[src/rtl/seq_div_pkg.sv]
// Shared types and constants for the sequential shift-subtract divider.
package seq_div_pkg;

  typedef enum logic [1:0] {
    IDLE = 2'd0,
    CALC = 2'd1,
    FIX  = 2'd2
  } state_t;

  // Quotient reported on divide-by-zero; sliced to WIDTH by the user (WIDTH <= 64).
  localparam logic [63:0] DBZ_QUOT = '1;

  function automatic int clog2(input int n);
    int r;
    int v;
    r = 0;
    v = n - 1;
    while (v > 0) begin
      r++;
      v = v >>> 1;
    end
    return (r < 1) ? 1 : r;
  endfunction

endpackage

[src/rtl/seq_div_div_step.sv]
// One restoring-division iteration: shift in the next dividend bit, trial-subtract the divisor.
module div_step #(
  parameter int WIDTH = 8
) (
  input  logic [WIDTH-1:0] partial_rem,
  input  logic             dividend_msb,
  input  logic [WIDTH-1:0] divisor,
  output logic [WIDTH-1:0] next_rem,
  output logic             qbit
);

  logic [WIDTH:0] shifted;
  logic [WIDTH:0] trial;

  // The extra top bit of trial is the borrow: set means the divisor did not fit.
  always_comb begin
    shifted  = {partial_rem, dividend_msb};
    trial    = shifted - {1'b0, divisor};
    qbit     = ~trial[WIDTH];
    next_rem = qbit ? trial[WIDTH-1:0] : shifted[WIDTH-1:0];
  end

endmodule

[src/rtl/seq_div.sv]
// Multi-cycle signed/unsigned divider producing one quotient bit per clock with a start/valid handshake.
module seq_div
  import seq_div_pkg::*;
#(
  parameter int WIDTH = 8
) (
  input  logic             clk,
  input  logic             rst,
  input  logic             start,
  input  logic             is_signed,
  input  logic [WIDTH-1:0] in1,
  input  logic [WIDTH-1:0] in2,
  output logic             busy,
  output logic             valid,
  output logic [WIDTH-1:0] out,
  output logic [WIDTH-1:0] rem,
  output logic             dbz
);

  localparam int               CNT_W = clog2(WIDTH);
  localparam logic [CNT_W-1:0] LAST  = CNT_W'(WIDTH - 1);

  state_t           state;
  logic [CNT_W-1:0] cnt;
  logic [WIDTH-1:0] dvd;
  logic [WIDTH-1:0] prem;
  logic [WIDTH-1:0] dsr;
  logic             neg_q;
  logic             neg_r;
  logic             zdiv;
  logic [WIDTH-1:0] prem_nxt;
  logic             qbit;

  function automatic logic [WIDTH-1:0] magnitude(input logic [WIDTH-1:0] v, input logic sgn);
    logic signed [WIDTH-1:0] sv;
    sv = v;
    return (sgn && sv < 0) ? WIDTH'(-sv) : v;
  endfunction

  function automatic logic [WIDTH-1:0] apply_sign(input logic [WIDTH-1:0] v, input logic neg);
    return neg ? WIDTH'(-v) : v;
  endfunction

  div_step #(.WIDTH(WIDTH)) u_step (
    .partial_rem  (prem),
    .dividend_msb (dvd[WIDTH-1]),
    .divisor      (dsr),
    .next_rem     (prem_nxt),
    .qbit         (qbit)
  );

  assign busy = (state != IDLE);

  // dvd doubles as the quotient shift register; on divide-by-zero it keeps the raw dividend.
  always_ff @(posedge clk) begin
    if (rst) begin
      state <= IDLE;
      cnt   <= '0;
      valid <= 1'b0;
      out   <= '0;
      rem   <= '0;
      dbz   <= 1'b0;
    end else begin
      valid <= 1'b0;
      unique case (state)
        IDLE: begin
          if (start) begin
            if (in2 == '0) begin
              dvd   <= in1;
              zdiv  <= 1'b1;
              state <= FIX;
            end else begin
              dvd   <= magnitude(in1, is_signed);
              dsr   <= magnitude(in2, is_signed);
              neg_q <= is_signed & (in1[WIDTH-1] ^ in2[WIDTH-1]);
              neg_r <= is_signed & in1[WIDTH-1];
              prem  <= '0;
              zdiv  <= 1'b0;
              cnt   <= '0;
              state <= CALC;
            end
          end
        end
        CALC: begin
          prem <= prem_nxt;
          dvd  <= {dvd[WIDTH-2:0], qbit};
          if (cnt == LAST) begin
            cnt   <= '0;
            state <= FIX;
          end else begin
            cnt <= cnt + CNT_W'(1);
          end
        end
        FIX: begin
          if (zdiv) begin
            out <= DBZ_QUOT[WIDTH-1:0];
            rem <= dvd;
            dbz <= 1'b1;
          end else begin
            out <= apply_sign(dvd, neg_q);
            rem <= apply_sign(prem, neg_r);
            dbz <= 1'b0;
          end
          valid <= 1'b1;
          state <= IDLE;
        end
        default: state <= IDLE;
      endcase
    end
  end

endmodule

[config.mk]
export PLATFORM = sky130hd
export DESIGN_NAME = seq_div
export DESIGN_NICKNAME = d
export VERILOG_FILES = /design/src/rtl/seq_div_pkg.sv /design/src/rtl/seq_div_div_step.sv /design/src/rtl/seq_div.sv
export SDC_FILE = /design/constraint.sdc
export NUM_CORES = 1
export LEC_CHECK = 0
export CAP_MARGIN = 10
export CELL_PAD_IN_SITES_DETAIL_PLACEMENT = 0
export CELL_PAD_IN_SITES_GLOBAL_PLACEMENT = 1
export CORE_UTILIZATION = 48
export DETAILED_ROUTE_END_ITERATION = 6
export DONT_BUFFER_PORTS = 1
export PLACE_DENSITY = 0.88
export SKIP_LAST_GASP = 1
export SLEW_MARGIN = 15
export SYNTH_ARGS = -nofsm -noshare
export SYNTH_HDL_FRONTEND = slang
export SYNTH_SLANG_ARGS = --single-unit
[constraint.sdc]
create_clock -name clk -period 2.71 [get_ports clk]
set_clock_uncertainty 0.05 [all_clocks]
set_input_delay 0.271 -clock clk [delete_from_list [all_inputs] [get_ports clk]]
set_output_delay 0.271 -clock clk [all_outputs]
set_load 0.005 [all_outputs]
**Word level (Yosys, flattened, before mapping)**

Index checks and enable logic that the tools add are counted.

- Input port bits: 20
- Word-level logic and storage cells: 68
- Flip-flop bits (word level): 50
- Output and inout port bits: 19

- Multiplexer cells: 24
- Equality and inequality tests: 6
- Reductions and logical operators: 12
- Add/sub/neg operators: 6
- Order comparisons: 2
- Bitwise logic cells: 6

Operators by type and width:

| kind | number |
|---|---|
| $mux 8 | 11 |
| $neg 8->8 | 4 |
| $pmux 8 s2 | 2 |
| $lt 8x1->1 const B | 2 |
| $mux 3 | 3 |
| $reduce_and 3->1 | 3 |
| $sub 9x8->9 | 1 |
| $logic_not 8->1 | 1 |
| $reduce_and 4->1 | 2 |
| $mux 2 | 3 |
| $ne 2x2->1 const B | 3 |
| $pmux 3 s2 | 1 |
| $pmux 2 s2 | 1 |
| $reduce_bool 2->1 | 2 |
| $add 3x1->3 const B | 1 |
| $eq 3x3->1 const B | 1 |
| $mux 1 | 3 |
| $not 1->1 | 3 |
| $and 1x1->1 | 2 |
| $eq 2x1->1 const B | 1 |
| $eq 2x2->1 const B | 1 |
| $logic_and 1x1->1 | 2 |
| $logic_not 2->1 | 1 |
| $reduce_and 2->1 | 1 |
| $xor 1x1->1 | 1 |

**Longest topological paths before layout**

Gate-level depths: netlist (run 1).

- Depth in word-level cells: 6
- Mapped depth: 10
- Mapped depth without buffers: 9

**Hierarchy**

Synthesis (run 1) repeated with hierarchy kept, for this count alone.

- Cells, all modules: 329
- Area total of the unflattened synthesis: 3164.3 um2

By module, submodules not included:

| module | cells each | times used | area an instance (um2) | seq. area each (um2) |
|---|---|---|---|---|
| seq_div | 271 | 1 | 2678.8 | 1271.2 |
| div_step | 58 | 1 | 485.5 | 0.0 |

**Least setup slack after synthesis (run 1)**

No wires, ideal clock.

- Kind: reg-to-reg
- From: register dvd[7]
- To: register dvd[0] (data pin)
- Arrival time: 2.032 ns
- Required time: 2.393 ns
- Setup slack: 0.361 ns
- Clock period less this slack: 2.349 ns
- Buffers on the path: 1
- Stages on the path, launching flop included: 11
- Library setup time: 0.267 ns
- Cells stage by stage: edfxtp_1 inv_1 ha_1 inv_1 fa_1 a21o_1 and4_1 nor3_1 nand3b_1 buf_2 o21ai_0

- Longest elaborated chain between the ends: 3

Ends and longest elaborated chain:

| element | RTL line | text |
|---|---|---|
| start: declaration | seq_div.sv:25 | `logic [WIDTH-1:0] dvd;` |
| start signal: assignment | seq_div.sv:69 | `dvd <= in1;` |
| start signal: assignment | seq_div.sv:73 | `dvd <= magnitude(in1, is_signed);` |
| start signal: assignment | seq_div.sv:86 | `dvd <= {dvd[WIDTH-2:0], qbit};` |
| $sub 9x8->9 | seq_div_div_step.sv:18 | `trial = shifted - {1'b0, divisor};` |
| $not 1->1 | seq_div_div_step.sv:19 | `qbit = ~trial[WIDTH];` |
| $pmux 8 s2 | seq_div.sv:65 | `unique case (state)` |

Every way passes these cells.
A chain may end at the register's enable or synchronous reset.

**Worst setup path in the final report (run 1)**

Ends and elaborated chain as after synthesis.

==> results of run 1 <==
==> report_power, final <==
group          internal [mW]  switching (mW)  total (mW)  leakage [nW]
logic                  0.157           0.184       0.341         0.789
clock network          0.206           0.261       0.467        0.0488
registers              0.852          0.0621       0.914         0.444
total                   1.21           0.507        1.72          1.28
==> state kept, by name, summed over array words and instances, names as in the netlist <==
name / cells
valid: 1
state: 2
neg_q: 1
zdiv: 1
neg_r: 1
cnt: 3
prem: 8
dbz: 1
out: 8
dsr: 8
rem: 8
dvd: 8
==> per-stage QoR <==
stage	total power, mW	utilization
global route	1.80	0.536
CTS	1.73	0.536
global placement	1.25	0.517
detailed placement	1.27	0.517
finish	1.72	0.536
floorplan	1.19	-
==> path summary, 6_finish.rpt <==
path	from	endpoint	slack [ns]	cells past startpoint
setup / recovery	dvd[7]	dvd[0]	0.23	10
hold / removal	rst	rem[7]	0.01	1
setup reg to reg	dvd[7]	dvd[0]	0.23	10
hold reg to reg	rem[5]	rem[5]	0.42	2
==> per-layer routing <==
layer	vias up	track usage	wire length (um)
met5	-	0	0
li1	1193	-	-
met2	59	0.335	2910
met4	0	0.0474	46
met3	5	0.0567	378
met1	1091	0.279	2990
==> cell usage after synthesis (3+ instances only) <==
library cell / n / area share
nor2_1: 25 / 0.031
nand2_1: 48 / 0.059
nand2b_1: 6 / 0.012
a21o_1: 3 / 0.0074
dfxtp_1: 23 / 0.15
nand3_1: 5 / 0.0082
edfxtp_1: 27 / 0.27
clkbuf_1: 11 / 0.014
a21oi_1: 19 / 0.031
inv_1: 22 / 0.027
o21ai_0: 26 / 0.043
o31ai_1: 7 / 0.017
ha_1: 14 / 0.058
nor3_1: 10 / 0.016
xnor2_1: 11 / 0.032
xor2_1: 14 / 0.040
mux2i_1: 11 / 0.036
and2_1: 4 / 0.0082
nor2b_1: 7 / 0.014
o211ai_1: 3 / 0.0074
or3_1: 9 / 0.018
==> layout make-up <==
cell class | count | share of cell area
timing repair buffer | 7 | 0.0178
multi-input combinational | 253 | 0.505
clock inverter | 2 | 0.00387
inverter | 22 | 0.0256
tap | 75 | 0.0290
sequential | 50 | 0.393
clock buffer | 6 | 0.0256
==> cells by family (layout without fill, tap and decap cells) <==
| kind of cell | Yosys count | count (layout) |
|---|---|---|
| flip-flops | 50 | 50 |
| AO/OA/AOI/OAI | 74 | 74 |
| XOR/XNOR | 25 | 25 |
| AND/OR/NAND/NOR | 126 | 126 |
| adder cells (fa/ha/maj) | 15 | 15 |
| buffers and inverters | 37 | 37 |
| multiplexers | 13 | 13 |
==> worst max-delay path: stages, from the launching register on <==
cell      delay (ns)
edfxtp_1        0.45
inv_1           0.09
ha_1            0.16
inv_1           0.06
fa_1            0.40
a21o_1          0.20
and4_1          0.23
nor3_1          0.17
nand3b_1        0.12
buf_4           0.20
o21ai_0         0.10
==> flow_summary.json, run 1 <==
{
  "die_area_um2": 6660,
  "rsz0062_at_grt": "false",
  "maxCapViolations": 0,
  "synthCells": 340,
  "antenna_found_initial": 0,
  "cts_resized": 0,
  "portBuffers": 0,
  "synth_compound_area_frac": 0.156,
  "postRouteWirelength_um": 6330,
  "syn_to_final_growth_pct": 6.17,
  "grt_pass1_wl_um": 10400,
  "seqCellArea_um2": 1270,
  "core_area_um2": 6030,
  "synth_top_family_by_area": "simple AND/OR/NAND/NOR gates",
  "clk_latency_ns": 0.31,
  "cts_buffer_depth": 2,
  "die_w_um": 81.6,
  "yosysSeqAreaShare": 0.418,
  "tns_ns": 0,
  "placed_cells": 405,
  "pin_count": 39,
  "path_clk_slew_ns": 0.10,
  "min_period_over_period": 0.915,
  "layout_commonest_cell": "nand2_1",
  "clock-sinks": 50,
  "synth_flop_cell": "edfxtp_1",
  "min_period_ns": 2.48,
  "power_density_nw_per_um2": 533,
  "drive_gt1_frac": 0.0559,
  "postCtsSetupBuffers": 0,
  "synth_mux_area_frac": 0.0436,
  "fmaxAchievable_mhz": 403,
  "crit_path_start_kind": "flip-flop",
  "crit_fanout": 9,
  "grt_max_degree": 23,
  "synth_edf_count": 27,
  "cts_hold_buf": 2,
  "synth_area_um2": 3040,
  "synth_seq_cells": 50,
  "hold_class": "in2reg",
  "grt_pass1_vias": 2195,
  "worst_slew_pin_slew_ns": 1.07,
  "gp_congestion": 0.825,
  "final-max-slew-violation-count": 0,
  "hold_viol": 0,
  "synth_nets": 375,
  "diodes": 0,
  "wl_per_cell_um": 15.3,
  "gr-total-overflow": 0,
  "max-slew-margin-rel": 0.283,
  "num-nets-final": 374,
  "status": "completed",
  "final_cell_mix": "nand2_1, edfxtp_1, o21ai_0",
  "synthAdderAreaFrac": 0.0641,
  "hpwlAfterDp_um": 4770,
  "initial_core_util": 0.505,
  "final_cells": 415,
  "dr.pass1.iters": 4,
  "pre_cts_ws_ns": 0.238,
  "crit_type": "reg2reg",
  "chipHeight_um": 81.6,
  "drc": 0,
  "crit_required_ns": 2.72,
  "critPathCaptureType": "flip-flop",
  "cts_tree": "yes",
  "place_area_um2": 3120,
  "drt-initial-drc-count": 177,
  "p_leak_nw": 1.28,
  "track_usage": 0.208,
  "fin_hold_ws_ns": 0.0111,
  "peakVddDrop_uv": 264,
  "htree_num_levels": 2,
  "nFillCells": 550,
  "setup_ws_ns": 0.231,
  "multiInputGateArea_um2": 1630,
  "syn_area_per_cell_um2": 8.95,
  "clock-root-buffer": "clkbuf_8",
  "vias": 2348,
  "synth_warnings": 0,
  "cp.arrival_ns": 2.49,
  "ys_types": 48,
  "viasPerCell": 5.66,
  "synthArstFlopShare": 0,
  "cts_buffers": 5,
  "setup_violations": 0,
  "synth-simple-area-share": 0.200,
  "rows": 28,
  "synth_xor_area_frac": 0.0719,
  "ant_nets": 0,
  "final_area_um2": 3230
}
No activity file was read; power rests on OpenSTA's default activity.
==> inputs of run 2 (changes only) <==
--- a/config.mk
+++ b/config.mk
@@ -5,13 +5,13 @@
 export SDC_FILE = /design/constraint.sdc
 export NUM_CORES = 1
 export LEC_CHECK = 0
+export BUFFER_PORTS_ARGS = -buffer_cell sky130_fd_sc_hd__buf_2
 export CAP_MARGIN = 10
 export CELL_PAD_IN_SITES_DETAIL_PLACEMENT = 0
 export CELL_PAD_IN_SITES_GLOBAL_PLACEMENT = 1
-export CORE_UTILIZATION = 48
+export CORE_UTILIZATION = 44
 export DETAILED_ROUTE_END_ITERATION = 6
-export DONT_BUFFER_PORTS = 1
-export PLACE_DENSITY = 0.88
+export PLACE_DENSITY = 0.89
 export SKIP_LAST_GASP = 1
 export SLEW_MARGIN = 15
 export SYNTH_ARGS = -nofsm -noshare
==> run 2 against run 1 <==
Non-clock buffer count grew 36. Register-to-register slack is essentially flat. Combinational power grew 6.2%. Utilization shrank 1.0 points. Via count grew 4.5%. Final area grew 5.8%. Total power grew 4.6%. Clock power grew 12%. Largest cell class unchanged. Largest power group unchanged.
==> flow_summary.json, run 2 (same netlist as run 1, synthesis figures left out) <==
{
  "hpwlAfterDp_um": 4860,
  "min_period_ns": 2.48,
  "path_clk_slew_ns": 0.09,
  "grt_pass1_wl_um": 10600,
  "pin_count": 39,
  "die_area_um2": 7250,
  "power_switching_share": 0.282,
  "crit_path_start_kind": "flip-flop",
  "track_usage": 0.185,
  "hold_class": "in2reg",
  "rr_worst_depth": 10,
  "power_density_nw_per_um2": 527,
  "cts_tree": "yes",
  "portBuffers": 38,
  "critPathCaptureType": "flip-flop",
  "rsz0062_at_grt": "false",
  "cp.arrival_ns": 2.48,
  "vias": 2453,
  "cts_buffers": 5,
  "core_area_um2": 6490,
  "combPwrFrac": 0.201,
  "htree_num_levels": 2,
  "min_period_over_period": 0.913,
  "rows": 29,
  "clock-root-buffer": "clkbuf_8",
  "cts_resized": 0,
  "drc": 0,
  "gr-total-overflow": 0,
  "postRouteWirelength_um": 6270,
  "crit_type": "reg2reg",
  "gp_congestion": 0.820,
  "worst_slew_pin_slew_ns": 1.08,
  "ant_nets": 0,
  "viasPerCell": 5.42,
  "cts_hold_buf": 0,
  "crit_required_ns": 2.72,
  "die_w_um": 85.2,
  "final_cell_mix": "nand2_1, buf_2, edfxtp_1",
  "power_frac_seq": 0.508,
  "drt-initial-drc-count": 180,
  "p_leak_nw": 1.46,
  "grt_pass1_vias": 2285,
  "clockPowerShare": 0.291,
  "num-nets-final": 410,
  "grt_max_degree": 27,
  "antenna_found_initial": 0,
  "peakVddDrop_uv": 238,
  "wl_per_cell_um": 13.8,
  "pre_cts_ws_ns": 0.248,
  "p_sw_uw": 507,
  "p_int_mw": 1.29,
  "hold_path_depth": 1,
  "clk_latency_ns": 0.31,
  "status": "completed",
  "crit_fanout": 9,
  "chipHeight_um": 85.2,
  "fmaxAchievable_mhz": 404,
  "cts_buffer_depth": 2,
  "dr.pass1.iters": 4,
  "setup_ws_ns": 0.234,
  "diodes": 0,
  "layout_commonest_cell": "nand2_1",
  "maxCapViolations": 0,
  "tns_ns": 0,
  "clock-sinks": 50,
  "syn_to_final_growth_pct": 12.3,
  "initial_core_util": 0.469,
  "final-max-slew-violation-count": 0,
  "drive_gt1_frac": 0.152,
  "max-slew-margin-rel": 0.276,
  "postCtsSetupBuffers": 0,
  "setup_violations": 0,
  "hold_viol": 0
}
run 2: cell types whose count changed in the layout (fill, tap and decap cells not counted), sizes merged:
| cell | change |
|---|---|
| buf | +38 |
| inv | +1 |
| dlygate4sd3 | -2 |
| clkinv | -2 |
| bufinv | +1 |
run 2: area by class of cell:
class	instances	area (um^2)
sequential	50	1270
timing repair buffer	43	228
clock inverter	2	36.3
multi-input combinational	253	1630
fill	636	3080
inverter	22	82.6
clock buffer	6	72.6
tap	77	96.3
run 2: through the flow:
| stage | area, um^2 | total power [mW] | hold slack (ns) | cells | util |
|---|---|---|---|---|---|
| floorplan | 3040 | 1.19 | 0.320 | 340 | - |
| global placement | 3310 | 1.28 | 0.391 | 445 | 0.510 |
| detailed placement | 3310 | 1.29 | 0.394 | 445 | 0.510 |
| CTS | 3420 | 1.81 | 0.101 | 453 | 0.526 |
| global route | 3420 | 1.89 | 0.0922 | 453 | 0.526 |
| finish | 3420 | 1.80 | 0.106 | 453 | 0.526 |
run 2: final timing paths:
check / slack [ns] / start / end
worst min register to register: 0.40 / rem[4] / rem[4]
worst max-delay path: 0.23 / dvd[7] / prem[2]
worst max register to register: 0.23 / dvd[7] / prem[2]
worst min-delay path: 0.11 / in2[0] / dsr[0]
run 2: critical path: stages (launching register included):
cell      delay [ns]
edfxtp_1        0.44
inv_1           0.09
ha_1            0.17
inv_1           0.06
fa_1            0.40
a21o_1          0.20
and4_1          0.23
o221ai_1        0.18
nand3b_1        0.10
buf_4           0.19
mux2i_1         0.13
run 2: power groups by stage:
stage / sequential (mW) / combinational, mW / clock, mW
final: 0.914 / 0.362 / 0.524
after global routing: 0.921 / 0.409 / 0.562
after floorplan: 0.903 / 0.284 / 0
after CTS: 0.914 / 0.364 / 0.530
after global placement: 0.930 / 0.354 / 0
after detailed placement: 0.931 / 0.363 / 0
run 2: routing by layer:
layer  GRT usage  part of all wire
met5           0                 0
met4      0.0416            0.0072
met3      0.0350             0.050
met2       0.308              0.47
met1       0.252              0.47
